==> src/rtl/hex_scroll_pkg.sv <==
// Shared definitions for the scrolling seven-segment message display:
// FSM state encoding, the blank segment pattern and the character glyph table.
package hex_scroll_pkg;

  typedef enum logic [0:0] {
    ST_IDLE = 1'b0,
    ST_RUN  = 1'b1
  } state_t;

  // Active-low segments, bit order {g,f,e,d,c,b,a}
  localparam logic [6:0] SEG_BLANK = 7'h7F;

  localparam int GLYPH_COUNT = 16;

  // Hexadecimal glyphs 0..F; codes beyond the table show blank
  localparam logic [6:0] GLYPH_TABLE [GLYPH_COUNT] = '{
    7'h40, 7'h79, 7'h24, 7'h30,
    7'h19, 7'h12, 7'h02, 7'h78,
    7'h00, 7'h10, 7'h08, 7'h03,
    7'h46, 7'h21, 7'h06, 7'h0E
  };

endpackage

==> src/rtl/hex_scroll_display_char_seg_decoder.sv <==
// Combinational character-code to active-low seven-segment decoder.
// Codes without a glyph table entry decode to blank.
module char_seg_decoder
  import hex_scroll_pkg::*;
#(
  parameter int CHAR_W = 3
) (
  input  logic [CHAR_W-1:0] code,
  output logic [6:0]        seg
);

  // Look the code up in the glyph table, defaulting to blank
  always_comb begin
    seg = SEG_BLANK;
    for (int i = 0; i < GLYPH_COUNT; i++) begin
      if ((i < (2 ** CHAR_W)) && (code == CHAR_W'(i))) begin
        seg = GLYPH_TABLE[i];
      end
    end
  end

endmodule

==> src/rtl/hex_scroll_display.sv <==
// Scrolling message display: a writable MSG_LEN-character message is shown
// through a NUM_DIGITS-wide window on active-low seven-segment digits.
// The window start auto-scrolls on a prescaled tick (either direction) or is
// loaded directly. Optional digit blinking is enabled by HEX_SCROLL_BLINK_EN.
module hex_scroll_display
  import hex_scroll_pkg::*;
#(
  parameter  int NUM_DIGITS = 8,
  parameter  int MSG_LEN    = 8,
  parameter  int CHAR_W     = 3,
  parameter  int PRESCALE   = 50000000,
  localparam int OW         = (MSG_LEN > 1) ? $clog2(MSG_LEN) : 1
) (
  input  logic                    clk,
  input  logic                    rst_n,
  input  logic                    start,
  input  logic                    stop,
  input  logic                    dir,
  input  logic                    load_offset,
`ifdef HEX_SCROLL_BLINK_EN
  input  logic                    blink,
`endif
  input  logic [OW-1:0]           offset_in,
  input  logic                    wr_en,
  input  logic [OW-1:0]           wr_addr,
  input  logic [CHAR_W-1:0]       wr_data,
  output logic [7*NUM_DIGITS-1:0] seg,
  output logic [OW-1:0]           offset,
  output logic                    running,
  output logic                    wrap
);

  localparam int PW = $clog2(PRESCALE);

  state_t                  state_q;
  state_t                  state_d;
  logic [PW-1:0]           presc_q;
  logic [PW-1:0]           presc_d;
  logic [OW-1:0]           offset_q;
  logic [OW-1:0]           offset_d;
  logic                    wrap_q;
  logic                    wrap_d;
  logic                    tick;
  logic                    blank_all;
  logic [CHAR_W-1:0]       msg [MSG_LEN];
  logic [7*NUM_DIGITS-1:0] seg_q;
  logic [7*NUM_DIGITS-1:0] seg_d;

  // Message index shown on digit d for a given window start
  function automatic logic [OW-1:0] window_index(input logic [OW-1:0] off, input int d);
    return OW'((int'(off) + NUM_DIGITS - 1 - d) % MSG_LEN);
  endfunction

  // Run/idle state register
  always_ff @(posedge clk or negedge rst_n) begin
    if (!rst_n) begin
      state_q <= ST_IDLE;
    end else begin
      state_q <= state_d;
    end
  end

  // Next state: stop dominates start when both are asserted
  always_comb begin
    state_d = state_q;
    case (state_q)
      ST_IDLE: if (start && !stop) state_d = ST_RUN;
      ST_RUN:  if (stop)           state_d = ST_IDLE;
      default:                     state_d = ST_IDLE;
    endcase
  end

  // Tick generation, offset stepping with wrap detection, prescaler advance
  always_comb begin
    tick     = (state_q == ST_RUN) && (presc_q == PW'(PRESCALE - 1));
    offset_d = offset_q;
    wrap_d   = 1'b0;
    presc_d  = '0;
    if (load_offset) begin
      offset_d = (int'(offset_in) >= MSG_LEN) ? '0 : offset_in;
    end else if (tick) begin
      if (!dir) begin
        if (offset_q == OW'(MSG_LEN - 1)) begin
          offset_d = '0;
          wrap_d   = 1'b1;
        end else begin
          offset_d = offset_q + OW'(1);
        end
      end else begin
        if (offset_q == '0) begin
          offset_d = OW'(MSG_LEN - 1);
          wrap_d   = 1'b1;
        end else begin
          offset_d = offset_q - OW'(1);
        end
      end
    end
    if ((state_q == ST_RUN) && (state_d == ST_RUN) && !load_offset && !tick) begin
      presc_d = presc_q + PW'(1);
    end
  end

  // Offset, prescaler and wrap pulse registers
  always_ff @(posedge clk or negedge rst_n) begin
    if (!rst_n) begin
      offset_q <= '0;
      presc_q  <= '0;
      wrap_q   <= 1'b0;
    end else begin
      offset_q <= offset_d;
      presc_q  <= presc_d;
      wrap_q   <= wrap_d;
    end
  end

  // Message storage: reset to an ascending code pattern, out-of-range writes dropped
  always_ff @(posedge clk or negedge rst_n) begin
    if (!rst_n) begin
      for (int k = 0; k < MSG_LEN; k++) begin
        msg[k] <= CHAR_W'(k);
      end
    end else if (wr_en && (int'(wr_addr) < MSG_LEN)) begin
      msg[wr_addr] <= wr_data;
    end
  end

`ifdef HEX_SCROLL_BLINK_EN
  logic blink_phase_q;

  // Blink phase flips on each scroll tick while running, parked low when idle
  always_ff @(posedge clk or negedge rst_n) begin
    if (!rst_n) begin
      blink_phase_q <= 1'b0;
    end else if (state_q == ST_IDLE) begin
      blink_phase_q <= 1'b0;
    end else if (tick) begin
      blink_phase_q <= ~blink_phase_q;
    end
  end

  assign blank_all = blink && blink_phase_q;
`else
  assign blank_all = 1'b0;
`endif

  for (genvar d = 0; d < NUM_DIGITS; d++) begin : g_digit
    logic [OW-1:0]     idx;
    logic [CHAR_W-1:0] code;
    logic [6:0]        glyph;

    assign idx  = window_index(offset_q, d);
    assign code = msg[idx];

    char_seg_decoder #(
      .CHAR_W(CHAR_W)
    ) u_dec (
      .code(code),
      .seg (glyph)
    );

    assign seg_d[7*d +: 7] = blank_all ? SEG_BLANK : glyph;
  end

  // Registered segment outputs, blank while in reset
  always_ff @(posedge clk or negedge rst_n) begin
    if (!rst_n) begin
      seg_q <= '1;
    end else begin
      seg_q <= seg_d;
    end
  end

  assign seg     = seg_q;
  assign offset  = offset_q;
  assign wrap    = wrap_q;
  assign running = (state_q == ST_RUN);

endmodule

==> config.mk <==
export PLATFORM = sky130hd
export DESIGN_NAME = hex_scroll_display
export DESIGN_NICKNAME = d
export VERILOG_FILES = /design/src/rtl/hex_scroll_pkg.sv /design/src/rtl/hex_scroll_display_char_seg_decoder.sv /design/src/rtl/hex_scroll_display.sv
export SDC_FILE = /design/constraint.sdc
export NUM_CORES = 1
export LEC_CHECK = 0
export ABC_AREA = 1
export CORE_MARGIN = 2
export CORE_UTILIZATION = 56
export CTS_CLUSTER_SIZE = 14
export DETAILED_ROUTE_END_ITERATION = 10
export PLACE_DENSITY = 0.8
export SYNTH_ARGS = -nofsm -noshare
export SYNTH_HDL_FRONTEND = slang
export SYNTH_SLANG_ARGS = --single-unit
==> constraint.sdc <==
create_clock -name clk -period 3.06 [get_ports clk]
set_clock_uncertainty 0.2 [all_clocks]
set_input_delay 0.306 -clock clk [delete_from_list [all_inputs] [get_ports clk]]
set_output_delay 0.306 -clock clk [all_outputs]
set_load 0.03 [all_outputs]
==> impl_metrics.csv, run 1 <==
group,metric,value,unit
clock_tree,cts_resized,0,
pwr,ir_worst_vdd,0.621,mV
synthesis,async_flop_share,100,%
detailed_routing,route.met2.wl,6.34,mm
detailed_routing,drt_first_pass_iters,7,
detailed_routing,drt_iter0_drc,378,
synthesis,ys_types,31,
cells_and_area,synthToLayoutAreaGrowth,16.1,%
critical_path,worstSetupStartpointType,"register",
sta,slew_violations,0,
synthesis,synth_largest_area_cell,"dfstp_2",
place,port_buffers,76,
pwr,p_leak,3.35,nW
floorplan,dieArea,12100,sq um
clock_tree,clock_tree.buffer_depth,2,
hold_path,hold_class,"in -> reg",
clock_tree,clock-sinks,111,
synthesis,synth-main-ff-cell,"dfstp_2",
global_routing,grt_max_degree,64,
critical_path,critPathMaxFanout,31,
cells_and_area,n_antenna_cell,0,
floorplan,initial_core_util,57.6,%
global_routing,grt_pass1_wl,22.2,mm
synthesis,synthesis.nets,888,
place,routabilityCongestion,0.949,
clock_tree,htree_levels,3,
place,hpwl,10.2,mm
cells_and_area,finalNonFillerCells,1086,
hold_path,hp-start,"stop",
sta,worstMarginPinSlew,0.766,ns
critical_path,critical-path-max-stage-delay,0.42,ns
global_routing,grt-ovfl-total,0,
critical_path,path_class,"reg -> reg",
floorplan,boundaryPins,77,
synthesis,ys_top_cells_by_area,"dfstp_2 28%, nand2_1 20%, dfrtp_1 17%, nand3_1 6.1%, nor2_1 6.0%",
detailed_routing,met1Wirelength,6.19,mm
cells_and_area,drive_gt1_share,13.6,%
critical_path,crit-reg2reg-launch,"offset[0]",
detailed_routing,wl,13.5,mm
synthesis,avgSynthCellArea,7.24,sq um
synthesis,syn_area,6270,sq um
synthesis,yosys_warnings,0,
clock_tree,numCtsBuffers,9,
critical_path,cp_cell_sequence,"inv_4 -> buf_4 -> ha_1 -> nand2_1 -> nand2_2 -> nand2_1 -> nand2_1 -> nand2_1 -> nand2_1 -> inv_2 -> a21oi_4 -> inv_2 -> nor2_1",
floorplan,die_h,110,um
global_routing,grt_use_total,23.9,%
run_status,status,"complete, no violations",
sta,whs,0.268,ns
critical_path,cp-startpoint,"offset[0]",
detailed_routing,via_per_inst,5.09,
sta,timing.slew.headroom,49.0,%
cells_and_area,final_area,7280,sq um
clock_tree,cts_tree,"yes",
critical_path,end_kind,"register",
sta,timing.final.crit_share,84.6,%
sta,min_period,2.59,ns
clock_tree,clockRootBuffer,"clkbuf_8",
place,dpl_cell_area,7110,sq um
job,maxCapViolCount,0,
critical_path,arrival,2.72,ns
synthesis,ys_ff_latch,111,
detailed_routing,drtAntennaViolNets,0,
pwr,p_per_area,843,nW/um^2
sta,setup-violations-final,0,
global_routing,grt_pass1_vias,4786,
critical_path,crit_path_frequent_cell,"nand2_1",
detailed_routing,route.detailed.drc,0,
critical_path,worst_ep_required_time,3.19,ns
detailed_routing,routed-via-count,5533,
synthesis,synth_edf_count,0,
clock_tree,clkLatencyLatePin,0.40,ns
detailed_routing,wl_met3,745,um
sta,rsz0062_at_grt,"no",
cells_and_area,final_nets,963,
clock_tree,clkSlewWorstSetupHoldPaths,0.10,ns
global_routing,antenna_found_initial,0,
sta,tns,0,ns
detailed_routing,wire_per_inst,12.5,um
floorplan,die_w,110,um
critical_path,cp_slowest_cell,"dfrtp_1",
floorplan,core_area,10900,sq um
synthesis,ys_seq_area_share,45.6,%
detailed_routing,routed.top_layer,"met4",
place,placed_cells,1069,
sta,max_freq,386,MHz
floorplan,row_count,38,
sta,hold_violations,0,
synthesis,synth_cells,866,
pwr,finalPower,6.14,mW
synthesis,synth_top_area_share,28.5,%
[Yosys cell counts, types with 3 or more instances]
library cell and instances:
a21oi_1 10, a21oi_2 5, buf_4 8, buf_6 5, dfrtp_1 43, dfstp_2 68
ha_1 6, inv_1 72, inv_2 8, nand2_1 331, nand2_2 22, nand3_1 76
nand4_1 7, nor2_1 100, nor3_1 17, o21ai_0 49, o21ai_1 3, xnor2_1 4
xor2_1 13
[repair_timing]
item                      in CTS  in global routing
buffers inserted               0                  0
hold endpoints to repair      15                  0
hold buffers                   1                  0
[final cells by class]
| type | count | area, sq um |
|---|---|---|
| Fill cell | 942 | 3600 |
| Multi-Input combinational cell | 657 | 2970 |
| Sequential cell | 111 | 2860 |
| Timing Repair Buffer | 81 | 811 |
| Inverter | 81 | 307 |
| Tap cell | 140 | 175 |
| Clock buffer | 12 | 135 |
| Clock inverter | 4 | 25.0 |
[worst max-delay path: cells and delay by family, from the launching register on]
family,cells,cell delay [ns]
fa+ha+maj,1,0.26
compound gates,1,0.15
simple gates,7,1.00
flops,1,0.42
buf+inv,4,0.48
[final timing paths]
kind,slack (ns),to,cells after the start
worst max-delay path,0.47,seg[8],13
worst min-delay path,0.27,running,2
worst max register to register,0.47,seg[8],13
worst min register to register,0.32,msg[18],2
max in group asynchronous,1.56,seg[42],3
min in group asynchronous,0.32,offset[2],2
[state kept, by name, summed over array words and instances (netlist names)]
register / count
presc_q: 26
wrap: 1
msg: 24
seg: 56
offset: 3
running: 1
[metrics by stage]
stage / utilization [%] / worst slack [ns]
5_1_grt: 66.9 / 0.276
4_1_cts: 66.9 / 0.481
3_5_place_dp: 65.3 / 0.518
3_3_place_gp: 65.3 / 0.572
6_report: 66.9 / 0.471
2_1_floorplan: - / 0.454
[cell families after synthesis]
| logic type | after synthesis | synth area share, % |
|---|---|---|
| buffers and inverters | 98 | 7.02 |
| AOI/OAI and AO/OA | 76 | 7.02 |
| and+or+nand+nor | 558 | 36.7 |
| adders and majority gates | 6 | 1.20 |
| xor gates and xnor gates | 17 | 2.37 |
| DFF | 111 | 45.6 |
[where the power goes]
group	leakage (nW)	total (mW)	internal, mW	switching, mW
Combinational	1.99	3.09	1.07	2.02
Sequential	1.29	2.28	2.10	0.174
Clock	0.0764	0.775	0.294	0.480
Total	3.35	6.14	3.47	2.67
[cell usage in the layout (no fill, tap or decap), drive strengths merged]
cell type,synthesis,layout
clkdlybuf4s50,0,75
clkbuf,2,12
dlygate4sd3,0,1
inv,81,81
nor2,100,100
dfrtp,43,43
xnor2,4,4
nand4,7,7
o211ai,2,2
nand2,353,353
o21ai,54,54
a21oi,17,17
nor3b,1,1
nor3,17,17
o22ai,1,1
clkinv,0,2
o21bai,2,2
clkinvlp,0,2
nand3,78,78
dfstp,68,68
xor2,13,13
buf,15,5
nor4,1,1
ha,6,6
or2,1,1
[per-layer routing]
metal  GRT usage (%)  vias up
li1                -     2859
met1            32.2     2520
met2            38.2      136
met3            5.22       18
met4            7.87        0
met5               0        -
No activity file was read; power rests on OpenSTA's default activity.
==> run 2, diff against run 1 <==
- clock period: 3.06 -> 2.45 ns (I/O delays scaled with it)
==> run 2 against run 1 <==
Against the previous run: register-to-register slack got worse by 0.26 ns; final cell count up 0.37%; largest cell class unchanged; clock power grew 45%; sequential power increased by 25%; fmax up 16%.
==> impl_metrics.csv, run 2 (synthesis results as in run 1) <==
group,metric,value,unit
run_status,status,"complete, no violations",
critical_path,worst_ep_required_time,2.58,ns
detailed_routing,drtAntennaViolNets,0,
detailed_routing,via_per_inst,5.14,
sta,setup-violations-final,0,
floorplan,boundaryPins,77,
sta,hold_violations,0,
cells_and_area,fill_cells,930,
pwr,p_per_area,1060,nW/um^2
place,routabilityCongestion,0.918,
floorplan,dieArea,12100,sq um
sta,timing.slew.headroom,57.4,%
pwr,power_switching_share,42.5,%
critical_path,worstSetupStartpointType,"register",
detailed_routing,drt_iter0_drc,371,
global_routing,grt_max_degree,62,
sta,worstMarginPinSlew,0.633,ns
clock_tree,htree_levels,3,
global_routing,grt_use_total,25.4,%
global_routing,antenna_found_initial,0,
sta,timing.final.crit_share,91.3,%
sta,finalWorstSetupSlack,0.213,ns
place,hpwl,10.8,mm
detailed_routing,drt_first_pass_iters,5,
place,placed_cells,1073,
sta,whs,0.103,ns
place,place_ws,0.219,ns
pwr,finalPower,7.87,mW
pwr,seqPwrFrac,36.2,%
floorplan,row_count,38,
place,port_buffers,76,
cells_and_area,final_cell_mix,"328 x nand2_1, 100 x nor2_1, 76 x nand3_1, 74 x clkdlybuf4s50_1, 72 x inv_1",
cells_and_area,seqCellArea,2860,sq um
job,maxCapViolCount,0,
critical_path,path_class,"reg -> reg",
cells_and_area,drive_gt1_share,14.5,%
pwr,internal-power,4.52,mW
sta,slew_violations,0,
hold_path,hold_class,"in -> async",
cells_and_area,multi_input_area,2990,sq um
clock_tree,clock-sinks,111,
global_routing,grt_pass1_wl,23.7,mm
clock_tree,numCtsBuffers,9,
clock_tree,clockRootBuffer,"clkbuf_8",
cells_and_area,largest_reg_flops,56,
sta,rsz0062_at_grt,"no",
sta,min_period,2.24,ns
floorplan,die_h,110,um
pwr,switching_power,3.35,mW
global_routing,grt-ovfl-total,0,
pwr,clkPwrFrac,14.2,%
clock_tree,clkLatencyLatePin,0.39,ns
detailed_routing,wire_per_inst,13.0,um
floorplan,core_area,10900,sq um
critical_path,crit-reg2reg-launch,"offset[0]",
critical_path,critPathMaxFanout,16,
pwr,p_leak,3.42,nW
detailed_routing,wl,14.1,mm
critical_path,arrival,2.37,ns
floorplan,initial_core_util,57.6,%
detailed_routing,routed-via-count,5600,
cells_and_area,finalNonFillerCells,1090,
critical_path,end_kind,"register",
cells_and_area,final_common_cell,"nand2_1",
global_routing,grt_pass1_vias,5090,
sta,max_freq,447,MHz
clock_tree,cts_tree,"yes",
cells_and_area,n_antenna_cell,0,
sta,tns,0,ns
cells_and_area,final_nets,967,
critical_path,cp-startpoint,"offset[0]",
pwr,power_frac_comb,49.6,%
pwr,ir_worst_vdd,0.737,mV
detailed_routing,route.detailed.drc,0,
clock_tree,clock_tree.buffer_depth,2,
clock_tree,clkSlewWorstSetupHoldPaths,0.10,ns
cells_and_area,synthToLayoutAreaGrowth,17.9,%
floorplan,die_w,110,um
[run 2: what timing repair did]
item | in CTS | in global routing
setup endpoints to repair | 0 | 6
resized for setup | 0 | 4
hold buffers | 1 | 0
hold endpoints to repair | 58 | 0
setup buffers | 0 | 0
[run 2: layout make-up]
type	count	share of cell area [%]
Timing Repair Buffer	85	11.6
Clock buffer	13	2.17
Sequential cell	111	38.7
Clock inverter	3	0.541
Inverter	81	4.14
Tap cell	140	2.37
Multi-Input combinational cell	657	40.5
[run 2: power by group through the flow]
stage / Clock (mW) / Combinational [mW] / Sequential [mW]
after floorplan: 0 / 1.81 / 3.74
after global placement: 0 / 3.84 / 2.88
after detailed placement: 0 / 3.89 / 2.88
after CTS: 1.15 / 3.91 / 2.86
after global routing: 1.22 / 4.33 / 2.90
final: 1.12 / 3.90 / 2.85
[run 2: through the flow]
| step | cell area (sq um) | util, % |
|---|---|---|
| after floorplan | 6290 | - |
| after global placement | 7170 | 65.9 |
| after detailed placement | 7170 | 65.9 |
| after CTS | 7380 | 67.8 |
| after global routing | 7400 | 67.9 |
| final | 7400 | 67.9 |
[run 2: worst paths after layout]
kind / to / slack, ns / cells after the start
worst min-delay path: msg[17] / 0.10 / 2
worst max register to register: seg[36] / 0.21 / 13
min in group clk: msg[0] / 0.21 / 3
max in group asynchronous: seg[44] / 1.27 / 3
worst min register to register: msg[5] / 0.32 / 2
worst max-delay path: seg[36] / 0.21 / 13
[run 2: routing by layer]
metal	global-route usage (%)	vias to the layer above	share of wire [%]
li1	-	2884	-
met1	35.1	2571	46
met2	40.0	124	47
met3	4.45	21	4.2
met4	9.31	0	2.1
met5	0	-	0
[run 2: critical path, cell delays in order, from the launching register on]
cell and delay [ns]:
dfrtp_2 0.43, inv_4 0.15, ha_4 0.24, inv_2 0.06
nand2_1 0.06, nand2_2 0.25, nand2_1 0.09, nand2_1 0.11
nand2_1 0.06, nand2_1 0.16, inv_2 0.10, a21oi_4 0.15
inv_2 0.04, nor2_1 0.08
==> run 3, diff against run 2 <==
- RECOVER_POWER: default -> 25
==> run 3 against run 2 <==
Against the previous run: the flow now finishes with violations (capacitance limit, slew limit); sequential power hardly changed; count of clock-buffer cells in the layout unchanged; via count about the same; wire length hardly changed; global-route usage is the same; core utilization hardly changed; hold slack improved by 0.10 ns; flip-flop and latch count unchanged; critical endpoint unchanged; highest routed layer unchanged.
==> impl_metrics.csv, run 3 (synthesis results as in run 1) <==
group,metric,value,unit
run_status,status,"complete, but fails checks",
run_status,violations,"capacitance limit, slew limit",
cells_and_area,drive_gt1_share,14.4,%
sta,rsz0062_at_grt,"no",
floorplan,boundaryPins,77,
sta,timing.final.crit_share,91.3,%
critical_path,crit-reg2reg-launch,"offset[0]",
sta,min_period,2.24,ns
detailed_routing,route.detailed.drc,0,
floorplan,die_h,110,um
hold_path,holdPathStages,3,
cells_and_area,synthToLayoutAreaGrowth,17.9,%
floorplan,initial_core_util,57.6,%
job,maxCapViolCount,1,
floorplan,dieArea,12100,sq um
floorplan,row_count,38,
sta,whs,0.206,ns
critical_path,critical-path-max-stage-delay,0.43,ns
critical_path,critPathTopFamily,"simple AND/OR/NAND/NOR gates",
sta,tns,0,ns
clock_tree,clkLatencyLatePin,0.39,ns
detailed_routing,routed-via-count,5605,
place,hpwl,10.8,mm
global_routing,grt_pass1_wl,23.7,mm
detailed_routing,drtAntennaViolNets,0,
pwr,p_per_area,1060,nW/um^2
floorplan,core_area,10900,sq um
detailed_routing,via_per_inst,5.14,
sta,setup-violations-final,0,
critical_path,reg2reg_setup_slack,0.21,ns
global_routing,grt-ovfl-total,0,
critical_path,worst_ep_required_time,2.58,ns
cells_and_area,largest_reg_flops,56,
cells_and_area,final_cell_mix,"328 x nand2_1, 100 x nor2_1, 76 x nand3_1, 73 x clkdlybuf4s50_1, 72 x inv_1",
cells_and_area,fill_cells,931,
pwr,ir_worst_vdd,0.736,mV
global_routing,grt_pass1_vias,5090,
hold_path,whs_endpoint,"msg[0]",
hold_path,hold_class,"in -> reg",
global_routing,grt_use_total,25.4,%
detailed_routing,wire_per_inst,13.0,um
clock_tree,clockRootBuffer,"clkbuf_8",
critical_path,end_kind,"register",
critical_path,cp_slowest_cell,"dfrtp_2",
critical_path,r2r-end,"seg[36]",
detailed_routing,wl,14.1,mm
cells_and_area,final_common_cell,"nand2_1",
pwr,p_leak,3.41,nW
critical_path,worstSetupStartpointType,"register",
clock_tree,clock-sinks,111,
cells_and_area,n_antenna_cell,0,
floorplan,die_w,110,um
clock_tree,cts_tree,"yes",
clock_tree,htree_levels,3,
sta,hold_violations,0,
critical_path,crit_path_frequent_cell,"nand2_1",
cells_and_area,final_nets,967,
detailed_routing,drt_first_pass_iters,6,
clock_tree,clkSlewWorstSetupHoldPaths,0.10,ns
detailed_routing,drt_iter0_drc,399,
critical_path,path_class,"reg -> reg",
clock_tree,numCtsBuffers,9,
clock_tree,clock_tree.buffer_depth,2,
global_routing,grt_max_degree,62,
sta,slew_violations,27,
critical_path,arrival,2.37,ns
critical_path,r2r_cells,13,
critical_path,critPathMaxFanout,16,
global_routing,antenna_found_initial,0,
sta,worstMarginPinSlew,1.50,ns
critical_path,crit_buf_inv,4,
place,routabilityCongestion,0.918,
place,port_buffers,76,
sta,max_freq,447,MHz
sta,timing.slew.headroom,-0.222,%
critical_path,cp_cell_sequence,"inv_4 -> ha_4 -> inv_2 -> nand2_1 -> nand2_2 -> nand2_1 -> nand2_1 -> nand2_1 -> nand2_1 -> inv_2 -> a21oi_4 -> inv_2 -> nor2_1",
hold_path,hp-start,"wr_data[0]",
-- run 3: cell count changes in the layout (fill, tap and decap cells not counted), sizes merged --
cell and delta:
dlygate4sd3 +1, clkbuf +1, buf -1, clkdlybuf4s50 -1
-- run 3: layout make-up --
| class | instances | area, sq um | share of cell area [%] |
|---|---|---|---|
| clock inverter | 3 | 40.0 | 0.542 |
| timing repair buffer | 85 | 852 | 11.5 |
| inverter | 81 | 307 | 4.15 |
| multi-input combinational | 657 | 2990 | 40.5 |
| sequential | 111 | 2860 | 38.7 |
| tap | 140 | 175 | 2.37 |
| clock buffer | 13 | 160 | 2.17 |
-- run 3: stage by stage --
step	util, %	power, mW	cell area [sq um]	setup slack, ns	instances
floorplan	-	5.54	6290	0.0474	866
detailed placement	65.9	6.78	7170	0.219	1073
CTS	67.8	7.92	7380	0.0707	1090
finish	67.9	7.87	7390	0.213	1090
global route	67.9	8.45	7390	0.0000735	1090
global placement	65.9	6.71	7170	0.280	1073
-- run 3: worst min-delay path: cells and delay by family --
kind,cells,cell delay [ns]
compound gates,1,0.07
simple gates,1,0.07
buf+inv,1,0.41
-- run 3: timing repair --
item,4_1_cts,5_1_grt
setup buffers,0,0
endpoints found under the setup margin,0,6
hold buffers,1,0
hold endpoints to repair,58,0
resized for setup,0,4
-- run 3: worst max path at each step --
| stage | from | endpoint | depth (start not counted) |
|---|---|---|---|
| after floorplan | offset[0] | seg[36] | 17 |
| after detailed placement | offset[0] | seg[36] | 12 |
| after CTS | offset[0] | offset[0] | 2 |
| after global routing | offset[0] | seg[36] | 13 |
| after global placement | offset[0] | seg[36] | 12 |
| final | offset[0] | seg[36] | 13 |
-- run 3: where the power goes --
part / leakage (nW) / internal, mW / switching [mW]
logic: 2.02 / 1.36 / 2.54
clock network: 0.103 / 0.533 / 0.587
registers: 1.29 / 2.63 / 0.218
total: 3.41 / 4.52 / 3.35
-- run 3: metal layers --
metal / part of all wire [%] / global-route usage [%]
met1: 46 / 35.1
met2: 47 / 40.0
met3: 4.2 / 4.45
met4: 2.1 / 9.31
met5: 0 / 0
